$ cat config.mk
export PLATFORM = sky130hd
export DESIGN_NAME = imem_load_arbiter
export DESIGN_NICKNAME = d
export VERILOG_FILES = /design/src/rtl/riscv_imem_pkg.sv /design/src/rtl/imem_load_seq.sv /design/src/rtl/imem_load_arbiter.sv
export SDC_FILE = /design/constraint.sdc
export NUM_CORES = 1
export LEC_CHECK = 0
export ABC_AREA = 1
export BUFFER_PORTS_ARGS = -buffer_cell sky130_fd_sc_hd__buf_2
export CAP_MARGIN = 10
export CORE_MARGIN = 1
export CORE_UTILIZATION = 50
export DETAILED_ROUTE_END_ITERATION = 10
export PLACE_DENSITY = 0.86
export REMOVE_ABC_BUFFERS = 1
export SLEW_MARGIN = 20
export SYNTH_ARGS = -nofsm -noshare
export SYNTH_HDL_FRONTEND = slang
export SYNTH_HIERARCHICAL = 1
export SYNTH_SLANG_ARGS = --single-unit
$ cat constraint.sdc
create_clock -name clk -period 3.6 [get_ports clk]
set_input_delay 0.72 -clock clk [delete_from_list [all_inputs] [get_ports clk]]
set_output_delay 0.72 -clock clk [all_outputs]
set_load 0.005 [all_outputs]
$ cat src/rtl/riscv_imem_pkg.sv
// Shared definitions for the instruction-memory loader/arbiter slice.
//   state_e         : boot sequencing states (load image, settle, run)
//   NopInstr        : instruction substituted on a faulting fetch (addi x0,x0,0)
//   is_word_aligned : true when a byte address sits on a 4-byte boundary
package riscv_imem_pkg;

  typedef enum logic [1:0] {
    StLoad,
    StDrain,
    StRun
  } state_e;

  localparam logic [31:0] NopInstr = 32'h0000_0013;

  function automatic logic is_word_aligned(input logic [31:0] addr);
    return addr[1:0] == 2'b00;
  endfunction

endpackage

$ cat src/rtl/imem_load_seq.sv
// Load sequencer: byte write-address counter, loaded-byte count and overflow tracking.
//   clk, reset    : clock / asynchronous active-high reset
//   clear         : restart counting from address 0 and clear the error flag
//   accept        : a loader byte is being written this cycle
//   last          : the accepted byte is the final byte of the image
//   waddr         : address the next accepted byte is written to
//   loaded_bytes  : bytes written by the current/last load, saturating at DEPTH
//   load_err      : sticky, image did not fit in DEPTH bytes
//   overflow      : combinational, this accepted byte fills memory with no ld_last
module imem_load_seq #(
  parameter int unsigned DEPTH = 256,
  parameter int unsigned AW    = $clog2(DEPTH)
) (
  input  logic          clk,
  input  logic          reset,
  input  logic          clear,
  input  logic          accept,
  input  logic          last,
  output logic [AW-1:0] waddr,
  output logic [AW:0]   loaded_bytes,
  output logic          load_err,
  output logic          overflow
);

  localparam logic [AW-1:0] LastAddr = AW'(DEPTH - 1);
  localparam logic [AW:0]   MaxCount = (AW + 1)'(DEPTH);

  logic [AW-1:0] waddr_q, waddr_d;
  logic [AW:0]   loaded_q, loaded_d;
  logic          err_q, err_d;

  always_comb begin
    overflow = accept && !last && (waddr_q == LastAddr);
    waddr_d  = waddr_q;
    loaded_d = loaded_q;
    err_d    = err_q;
    if (clear) begin
      waddr_d  = '0;
      loaded_d = '0;
      err_d    = 1'b0;
    end else if (accept) begin
      waddr_d = waddr_q + 1'b1;
      if (loaded_q != MaxCount) begin
        loaded_d = loaded_q + 1'b1;
      end
      if (overflow) begin
        err_d = 1'b1;
      end
    end
  end

  always_ff @(posedge clk or posedge reset) begin
    if (reset) begin
      waddr_q  <= '0;
      loaded_q <= '0;
      err_q    <= 1'b0;
    end else begin
      waddr_q  <= waddr_d;
      loaded_q <= loaded_d;
      err_q    <= err_d;
    end
  end

  assign waddr        = waddr_q;
  assign loaded_bytes = loaded_q;
  assign load_err     = err_q;

endmodule

$ cat src/rtl/imem_load_arbiter.sv
// Instruction-memory owner: loads the byte-wide memory from a byte stream at boot or on reload,
// then hands it to the fetch stage (1-cycle latency, one request per cycle).
//   clk, reset        : clock / asynchronous active-high reset
//   reload            : abandon current activity and restart loading at address 0
//   ld_valid/ld_ready : loader byte handshake; ld_byte data, ld_last marks final byte
//   fetch_req/addr    : fetch request and byte address
//   fetch_valid/instr : registered response; fetch_fault flags misaligned/out-of-range
//   core_stall        : pipeline must hold PC while not running
//   load_err          : sticky image overflow; loaded_bytes byte count of the load
//   mem_*             : external memory write port and combinational word read port
module imem_load_arbiter
  import riscv_imem_pkg::*;
#(
  parameter int unsigned DEPTH        = 256,
  parameter int unsigned AW           = $clog2(DEPTH),
  parameter logic [31:0] NOP_INSTR    = NopInstr,
  parameter bit          START_IN_RUN = 1'b0
) (
  input  logic          clk,
  input  logic          reset,
  input  logic          reload,
  input  logic          ld_valid,
  output logic          ld_ready,
  input  logic [7:0]    ld_byte,
  input  logic          ld_last,
  input  logic          fetch_req,
  input  logic [31:0]   fetch_addr,
  output logic          fetch_valid,
  output logic [31:0]   fetch_instr,
  output logic          fetch_fault,
  output logic          core_stall,
  output logic          load_err,
  output logic [AW:0]   loaded_bytes,
  output logic          mem_we,
  output logic [AW-1:0] mem_waddr,
  output logic [7:0]    mem_wdata,
  output logic [AW-1:0] mem_raddr,
  input  logic [31:0]   mem_rdata
);

  localparam logic [31:0] LastWordAddr = 32'(DEPTH - 4);
  localparam state_e      ResetState   = START_IN_RUN ? StRun : StLoad;

  state_e        state_q, state_d;
  logic          fetch_valid_q, fetch_valid_d;
  logic          fetch_fault_q, fetch_fault_d;
  logic [31:0]   fetch_instr_q, fetch_instr_d;
  logic [AW-1:0] raddr_q, raddr_d;
  logic          ld_accept, fetch_accept, fetch_bad, seq_overflow;
  logic [AW-1:0] waddr;

  imem_load_seq #(
    .DEPTH(DEPTH),
    .AW   (AW)
  ) u_load_seq (
    .clk         (clk),
    .reset       (reset),
    .clear       (reload),
    .accept      (ld_accept),
    .last        (ld_last),
    .waddr       (waddr),
    .loaded_bytes(loaded_bytes),
    .load_err    (load_err),
    .overflow    (seq_overflow)
  );

  // Handshake, memory ports and state sequencing.
  always_comb begin
    ld_ready     = (state_q == StLoad);
    // reload wins: a byte offered alongside it is swallowed without a write
    ld_accept    = ld_ready && ld_valid && !reload;
    fetch_accept = (state_q == StRun) && fetch_req && !reload;
    fetch_bad    = !is_word_aligned(fetch_addr) || (fetch_addr > LastWordAddr);
    core_stall   = (state_q != StRun);

    mem_we    = ld_accept;
    mem_waddr = waddr;
    mem_wdata = ld_byte;

    // Read address only moves for a good fetch; faults leave the memory untouched
    raddr_d = raddr_q;
    if (fetch_accept && !fetch_bad) begin
      raddr_d = fetch_addr[AW-1:0];
    end
    mem_raddr = raddr_d;

    state_d = state_q;
    case (state_q)
      StLoad:  if (ld_accept && (ld_last || seq_overflow)) state_d = StDrain;
      StDrain: state_d = StRun;
      StRun:   state_d = StRun;
      default: state_d = StLoad;
    endcase
    if (reload) begin
      state_d = StLoad;
    end
  end

  // Fetch response next-state, kept apart from the read-address logic above.
  always_comb begin
    fetch_valid_d = fetch_accept;
    fetch_fault_d = fetch_accept && fetch_bad;
    fetch_instr_d = fetch_instr_q;
    if (fetch_accept) begin
      fetch_instr_d = fetch_bad ? NOP_INSTR : mem_rdata;
    end
  end

  always_ff @(posedge clk or posedge reset) begin
    if (reset) begin
      state_q       <= ResetState;
      fetch_valid_q <= 1'b0;
      fetch_fault_q <= 1'b0;
      fetch_instr_q <= NOP_INSTR;
      raddr_q       <= '0;
    end else begin
      state_q       <= state_d;
      fetch_valid_q <= fetch_valid_d;
      fetch_fault_q <= fetch_fault_d;
      fetch_instr_q <= fetch_instr_d;
      raddr_q       <= raddr_d;
    end
  end

  assign fetch_valid = fetch_valid_q;
  assign fetch_fault = fetch_fault_q;
  assign fetch_instr = fetch_instr_q;

endmodule

==> After elaboration in Yosys (flattened, before gate mapping) <==
Cells that the tools add are included.
{ "word_totals": {"output_inout_bits": 71, "ff_bits": 62, "inputBits": 78, "wordCells": 53} }
{ "classes": {"muxes": 13, "reduce_logical": 23, "add_sub_neg": 2, "order_cmp": 1, "n_eq_ne": 6} }
{ "ops": {"columns": ["op", "count"], "rows": [
  ["$gt 32x8->1 const B", 1],
  ["$mux 32", 1],
  ["$mux 9", 3],
  ["$mux 8", 3],
  ["$add 9x1->9 const B", 1],
  ["$logic_and 1x1->1", 9],
  ["$ne 9x9->1 const B", 1],
  ["$add 8x1->8 const B", 1],
  ["$eq 8x8->1 const B", 1],
  ["$reduce_bool 2->1", 3],
  ["$logic_not 1->1", 4],
  ["$logic_not 2->1", 2],
  ["$mux 2", 2],
  ["$pmux 2 s2", 1],
  ["$reduce_and 2->1", 2],
  ["$mux 1", 3],
  ["$ne 3x2->1 const B", 1],
  ["$eq 2x1->1 const B", 1],
  ["$eq 2x2->1 const B", 1],
  ["$logic_or 1x1->1", 2],
  ["$ne 2x2->1 const B", 1],
  ["$reduce_or 2->1", 1]
]} }

==> Longest topological paths before layout <==
Gate-level depths: netlist (run 1).
{ "logic_depth": {"ltp_word": 10, "mapped_depth": 14, "ltp_nobuf": 14} }

==> Hierarchy <==
Netlist (run 1), hierarchy kept.
{ "modules_own_cells": {"columns": ["module", "area_each_um2", "n_inst", "cells_each", "seq_area_each_um2"], "rows": [
  ["imem_load_arbiter", 2015.7, 1, 236, 1104.8],
  ["imem_load_seq", 1051.0, 1, 146, 450.4]
]} }

==> Worst setup path after synthesis (run 1) <==
Ideal clock, no wire load.
{ "synth_path": {"path_type": "input -> output", "from": "input port fetch_addr[24]", "to": "output port mem_raddr[2]", "t_required_ps": 2880, "cell_stages": 6, "arrival_ps": 1505, "setup_slack_ps": 1375, "n_path_buf": 0, "path_cell_list": "nor2_1 nand3_1 nor2_1 nand4_1 nand2_1 nand2_1"} }
{ "synth_between": {"elab_chain_len": 5} }
{ "synth_lines": {"columns": ["element", "line_no", "source"], "rows": [
  ["from (decl)", "imem_load_arbiter.sv:27", "input logic [31:0] fetch_addr,"],
  ["$gt 32x8->1", "imem_load_arbiter.sv:73", "fetch_bad = !is_word_aligned(fetch_addr) || (fetch_addr > LastWordAddr);"],
  ["$logic_or 1x1->1", "imem_load_arbiter.sv:73", null],
  ["$logic_not 1->1", "imem_load_arbiter.sv:82", "if (fetch_accept && !fetch_bad) begin"],
  ["$logic_and 1x1->1", "imem_load_arbiter.sv:82", null],
  ["$mux 8", "imem_load_arbiter.sv:82", null],
  ["to (decl)", "imem_load_arbiter.sv:37", "output logic [AW-1:0] mem_raddr,"]
]} }
No other way between the ends.

==> Final worst setup path (run 1) <==
{ "layout_path": {"from": "register state_q[0]", "to": "output port mem_raddr[7]"} }
{ "layout_between": {"elab_chain_len": 5} }
{ "layout_lines": {"columns": ["element", "line_no", "source"], "rows": [
  ["from (decl)", "imem_load_arbiter.sv:44", "state_e state_q, state_d;"],
  ["from (signal assigned)", "imem_load_arbiter.sv:111", "state_q <= ResetState;"],
  ["from (signal assigned)", "imem_load_arbiter.sv:117", "state_q <= state_d;"],
  ["$eq 2x2->1", "imem_load_arbiter.sv:72", "fetch_accept = (state_q == StRun) && fetch_req && !reload;"],
  ["$logic_and 1x1->1 (2 in a row)", "imem_load_arbiter.sv:72", null],
  ["$logic_and 1x1->1", "imem_load_arbiter.sv:82", null],
  ["$mux 8", "imem_load_arbiter.sv:82", null]
]} }
No other way between the ends.

==> flow_summary.yaml, run 1 <==
critical_path:
  cp.depth: 8
  cp-end-kind: "output port"
  timing.rr.start: "state_q[0]$_DFFE_PP0P_"
  crit_required_ns: 2.88
  crit_path_end: "mem_raddr[7]"
  worstPathMaxFanout: 17
  critPathLaunch: "state_q[0]$_DFFE_PP0P_"
  start_kind: "register"
  arrival_ns: 2.17
  max_stage_delay_ns: 0.40
  cp_top_family: "simple AND/OR/NAND/NOR gates"
  cp_common_cell: "nand2_1"
  crit_slowest_cell: "nand4_1"
  r2r_slack_ns: 1.28
  worstSetupPathType: "reg2out"
  r2r-end: "fetch_instr[10]$_DFFE_PP0P_"
  cp_cell_sequence: "inv_1, ha_1, nand2_1, nor2_4, nand4_1, nand2_1, nand2_1, buf_2"
  cp.buffers_inverters: 2
  reg2reg_depth: 8
sta:
  finalSetupViolCount: 0
  worst_pin_slew_ns: 0.960
  hold_viol_final: 0
  rsz0062_at_grt: "no"
  fin_setup_tns_ns: 0
  clock_skew_ns: 0.00953
  final.period_utilization: 0.804
  final.min_clock_period_ns: 2.89
  hold_slack_ns: 0.461
  clock.fmax_mhz: 346
  max_slew_margin: 0.360
  maxSlewViolCount: 0
drt:
  vias: 2949
  drc_errors: 0
  dr.pass1.iters: 4
  postRouteAntennaNets: 0
  drt_iter0_drc: 127
  via_per_inst: 5.03
  wire_per_inst_um: 13.2
  drt-total-wl_um: 7740
power_and_ir_drop:
  clock_power_share: 0.392
  power_switching_mw: 0.479
  powerDensity_mw_per_mm2: 448
  p_comb_frac: 0.165
  power.internal_mw: 1.27
  sw_frac_of_total: 0.273
  pwr-share-seq: 0.443
  ir_worst_vdd_v: 0.000323
  cellLeakagePower_nw: 2.25
job:
  maxCapViolations: 0
clock_tree:
  clock-sinks: 62
  tritoncts: "done"
  clk_pin_slew_worst_paths_ns: 0.07
  cts_buffers: 9
  postCtsSetupBuffers: 0
  postCtsHoldBufs: 0
  ctsResizeCount: 0
  insertion_delay_ns: 0.33
  cts_root_buf: "clkbuf_8"
  clockBufferDepth: 2
  htreeDepth: 3
final_layout:
  mostFrequentLayoutCell: "nand2_1"
  layout_common_cells: "nand2_1, buf_2, dfrtp_1"
  seqCellArea_mm2: 0.00156
  final.fill_count: 505
  area_growth_pct: 27.6
  nets: 590
  num_antenna_cells: 0
  multi_input_area_mm2: 0.00126
  fin_cells: 586
  drive_above_1_share: 0.321
global_route:
  grt_usage: 0.247
  grt_max_degree: 45
  antenna_found_initial: 0
  grt_pass1_vias: 2746
  grt-ovfl-total: 0
  grt_pass1_wl_um: 12100
placed_design:
  place_inst: 570
  port-buffer-count: 132
  gp_congestion: 0.830
  hpwl_um: 5680
floorplan:
  io_pins: 149
  dieArea_mm2: 0.00645
  die_h_um: 80.3
  start_util: 0.518
  die_width_um: 80.3
  rows: 28
  coreArea_mm2: 0.00592
synth:
  ys_top_cells_by_area: "dfrtp_1, nand2_1, nand3_1"
  yosysTopAreaCell: "dfrtp_1"
  yosys_warnings: 6
  seq_area_frac_synth: 0.507
  synth.distinct_cells: 25
  avgSynthCellArea_um2: 8.03
  synth.top_cell.area_share: 0.481
  syn_area_mm2: 0.00307
  synth_cells: 382
  ys_ff_latch: 62
status:
  status: "finished clean"
min_path:
  hp-class: "reg2reg"
## sequential cells by signal (all words and copies together), names as in the netlist
| name | flops |
|---|---|
| u_load_seq/load_err | 1 |
| raddr_q | 8 |
| u_load_seq/loaded_bytes | 9 |
| u_load_seq/waddr | 8 |
| fetch_valid | 1 |
| state_q | 2 |
| fetch_instr | 32 |
| fetch_fault | 1 |
## cell type report
type,count,area share
well taps,75,0.0240
inverters,29,0.0278
repair buffers,133,0.171
flip-flops and latches,62,0.397
clock inverters,5,0.0211
clock buffers,11,0.0361
multi-input cells,271,0.323
## cell families (layout without fill, tap and decap cells)
| family | count (synthesis) | in the layout | share of synthesized area |
|---|---|---|---|
| AO/OA/AOI/OAI | 24 | 24 | 0.0453 |
| adder cells (fa/ha/maj) | 6 | 6 | 0.0245 |
| buffers and inverters | 49 | 178 | 0.0824 |
| flip-flops | 62 | 62 | 0.507 |
| AND/OR/NAND/NOR | 241 | 241 | 0.341 |
## cells in the mapped netlist
master and number:
a21oi_1 5, buf_2 4, buf_4 8, buf_6 4
clkbuf_1 3, clkbuf_4 1, clkinv_1 1, dfrtp_1 59
dfstp_2 3, ha_1 6, inv_1 28, nand2_1 134
nand2_2 1, nand3_1 50, nand3_2 4, nand3b_1 2
nand4_1 4, nor2_1 37, nor2_2 4, nor2_8 1
nor3_1 3, o21ai_0 16, o21bai_1 2, o21bai_4 1
or2_2 1
## worst reg2reg max path: cells and delay by family, from the launching register on
family	cells	cell delay, ns
buffers and inverters	3	0.96
and+or+nand+nor	4	0.70
DFF	1	0.36
adders and majority gates	1	0.18
## worst min-delay path by stage
stage | from | end | slack, ns | cells past startpoint
final | raddr_q[1]$_DFF_PP0_ | raddr_q[1]$_DFF_PP0_ | 0.46 | 2
after CTS | raddr_q[1]$_DFF_PP0_ | raddr_q[1]$_DFF_PP0_ | 0.46 | 2
after floorplan | raddr_q[0]$_DFF_PP0_ | raddr_q[0]$_DFF_PP0_ | 0.45 | 2
after global placement | raddr_q[1]$_DFF_PP0_ | raddr_q[1]$_DFF_PP0_ | 0.44 | 2
after global routing | raddr_q[5]$_DFF_PP0_ | raddr_q[5]$_DFF_PP0_ | 0.49 | 2
after detailed placement | raddr_q[1]$_DFF_PP0_ | raddr_q[1]$_DFF_PP0_ | 0.44 | 2
## power groups by stage
stage	logic [mW]	registers, mW	clock network (mW)
2_1_floorplan	0.156	0.791	0
3_3_place_gp	0.284	0.789	0
3_5_place_dp	0.293	0.790	0
4_1_cts	0.294	0.777	0.696
5_1_grt	0.331	0.782	0.725
6_report	0.290	0.776	0.686
## metrics by stage
stage | total power [mW] | utilization | area, um^2 | worst slack [ns]
6_report | 1.75 | 0.661 | 3910 | 0.707
5_1_grt | 1.84 | 0.661 | 3910 | 0.530
4_1_cts | 1.77 | 0.661 | 3910 | 0.680
3_5_place_dp | 1.08 | 0.623 | 3690 | 0.775
3_3_place_gp | 1.07 | 0.623 | 3690 | 0.843
2_1_floorplan | 0.946 | - | 2920 | 0.686
## layer usage
metal  vias to the layer above  GRT usage  wire length, um
met4                         0     0.0964              133
met5                         -          0                0
met3                        12     0.0795              595
li1                       1453          -                -
met2                       126      0.423             3840
met1                      1358      0.287             3170
No activity file was read; power rests on OpenSTA's default activity.
==> run 2: changes to the inputs <==
Settings changed: CORE_UTILIZATION 50 to 46, PLACE_DENSITY 0.86 to 0.8.
Clock period 3.6 ns to 2.7 ns, I/O delays scaled along.
==> run 2 against run 1 <==
Design area grew 0.58%. Clock power grew 18%. Highest routed layer unchanged. Clock skew grew 0.0022 ns. Die area grew 8.5%. Largest cell class unchanged. Critical endpoint unchanged.
==> flow_summary.yaml, run 2 (same netlist as run 1, synthesis figures left out) <==
status:
  status: "finished clean"
sta:
  hold_slack_ns: 0.313
  maxSlewViolCount: 0
  rsz0062_at_grt: "no"
  final.min_clock_period_ns: 2.36
  clock_skew_ns: 0.0117
  fin_setup_tns_ns: 0
  final.period_utilization: 0.872
  worst_pin_slew_ns: 0.908
  hold_viol_final: 0
  clock.fmax_mhz: 425
  max_slew_margin: 0.394
  finalSetupViolCount: 0
final_layout:
  area_growth_pct: 28.4
  seqCellArea_mm2: 0.00156
  multi_input_area_mm2: 0.00126
  largest_register_ffs: 32
  mostFrequentLayoutCell: "nand2_1"
  drive_above_1_share: 0.331
  final.fill_count: 574
  nets: 596
  num_antenna_cells: 0
  layout_common_cells: "nand2_1, buf_2, dfrtp_1"
global_route:
  grt_pass1_wl_um: 12800
  grt_pass1_vias: 2696
  grt_max_degree: 45
  grt-ovfl-total: 0
  grt_usage: 0.231
  antenna_found_initial: 0
drt:
  dr.pass1.iters: 4
  drt_iter0_drc: 136
  vias: 2917
  drc_errors: 0
  via_per_inst: 4.91
  drt-total-wl_um: 7680
  wire_per_inst_um: 12.9
  postRouteAntennaNets: 0
clock_tree:
  clk_pin_slew_worst_paths_ns: 0.07
  clock-sinks: 62
  clockBufferDepth: 2
  htreeDepth: 3
  cts_root_buf: "clkbuf_8"
  tritoncts: "done"
  insertion_delay_ns: 0.34
  cts_buffers: 9
placed_design:
  port-buffer-count: 132
  gp_congestion: 0.859
  hpwl_um: 5710
min_path:
  hp-class: "in2async"
critical_path:
  crit_required_ns: 2.16
  worstSetupPathType: "reg2out"
  r2r_slack_ns: 0.60
  arrival_ns: 1.82
  worstPathMaxFanout: 8
  start_kind: "register"
  cp-end-kind: "output port"
power_and_ir_drop:
  ir_worst_vdd_v: 0.000326
  powerDensity_mw_per_mm2: 570
  cellLeakagePower_nw: 2.28
job:
  maxCapViolations: 0
floorplan:
  rows: 29
  start_util: 0.480
  die_width_um: 83.7
  dieArea_mm2: 0.00700
  io_pins: 149
  coreArea_mm2: 0.00639
  die_h_um: 83.7
[run 2: metal layers]
layer | part of all wire | track usage | vias up
met5 | 0 | 0 | -
met4 | 0.012 | 0.0709 | 0
met3 | 0.097 | 0.0821 | 9
met2 | 0.48 | 0.366 | 133
met1 | 0.41 | 0.297 | 1306
li1 | - | - | 1469
[run 2: metrics by stage]
step	cells	cell area, um^2	setup slack, ns	total power [mW]	utilization
final	594	3940	0.344	2.24	0.616
after global routing	594	3940	0.198	2.37	0.616
after CTS	593	3930	0.152	2.27	0.615
after detailed placement	577	3730	0.402	1.46	0.584
after global placement	577	3730	0.428	1.45	0.584
after floorplan	362	2920	0.0710	1.26	-
[run 2: timing repair]
| action | 4_1_cts | 5_1_grt |
|---|---|---|
| setup endpoints to repair | 0 | 2 |
| resized for setup | 0 | 0 |
| hold buffers | 0 | 0 |
| buffers inserted | 0 | 1 |
[run 2: worst max-delay path, cell delays in order, from the launching register on]
cell	delay, ns
dfrtp_1	0.36
inv_1	0.11
ha_1	0.17
nand2_1	0.09
nor2_4	0.19
nand4_1	0.12
buf_4	0.18
nand2_1	0.06
nand2_1	0.06
buf_2	0.13
[run 2: layout make-up]
type	count	share of cell area
Clock buffer	9	0.0315
Clock inverter	7	0.0191
Timing Repair Buffer	139	0.181
Tap cell	77	0.0245
Multi-Input combinational cell	271	0.321
Inverter	29	0.0277
Sequential cell	62	0.395
[run 2: path summary, 6_finish.rpt]
check / from / endpoint / cells past startpoint
max in group asynchronous: reset / fetch_instr[26]$_DFFE_PP0P_ / 2
max reg2reg: state_q[0]$_DFFE_PP0P_ / state_q[1]$_DFFE_PP0P_ / 15
min in group clk: mem_rdata[2] / fetch_instr[2]$_DFFE_PP0P_ / 3
min: reset / u_load_seq/loaded_bytes[4]$_DFFE_PP0P_ / 2
max: state_q[0]$_DFFE_PP0P_ / mem_raddr[7] / 9
min reg2reg: raddr_q[4]$_DFF_PP0_ / raddr_q[4]$_DFF_PP0_ / 2
[run 2: power breakdown]
part	internal [mW]	switching (mW)	leakage, nW
combinational	0.165	0.235	1.33
sequential	0.999	0.0359	0.851
clock	0.429	0.380	0.103
total	1.59	0.651	2.28
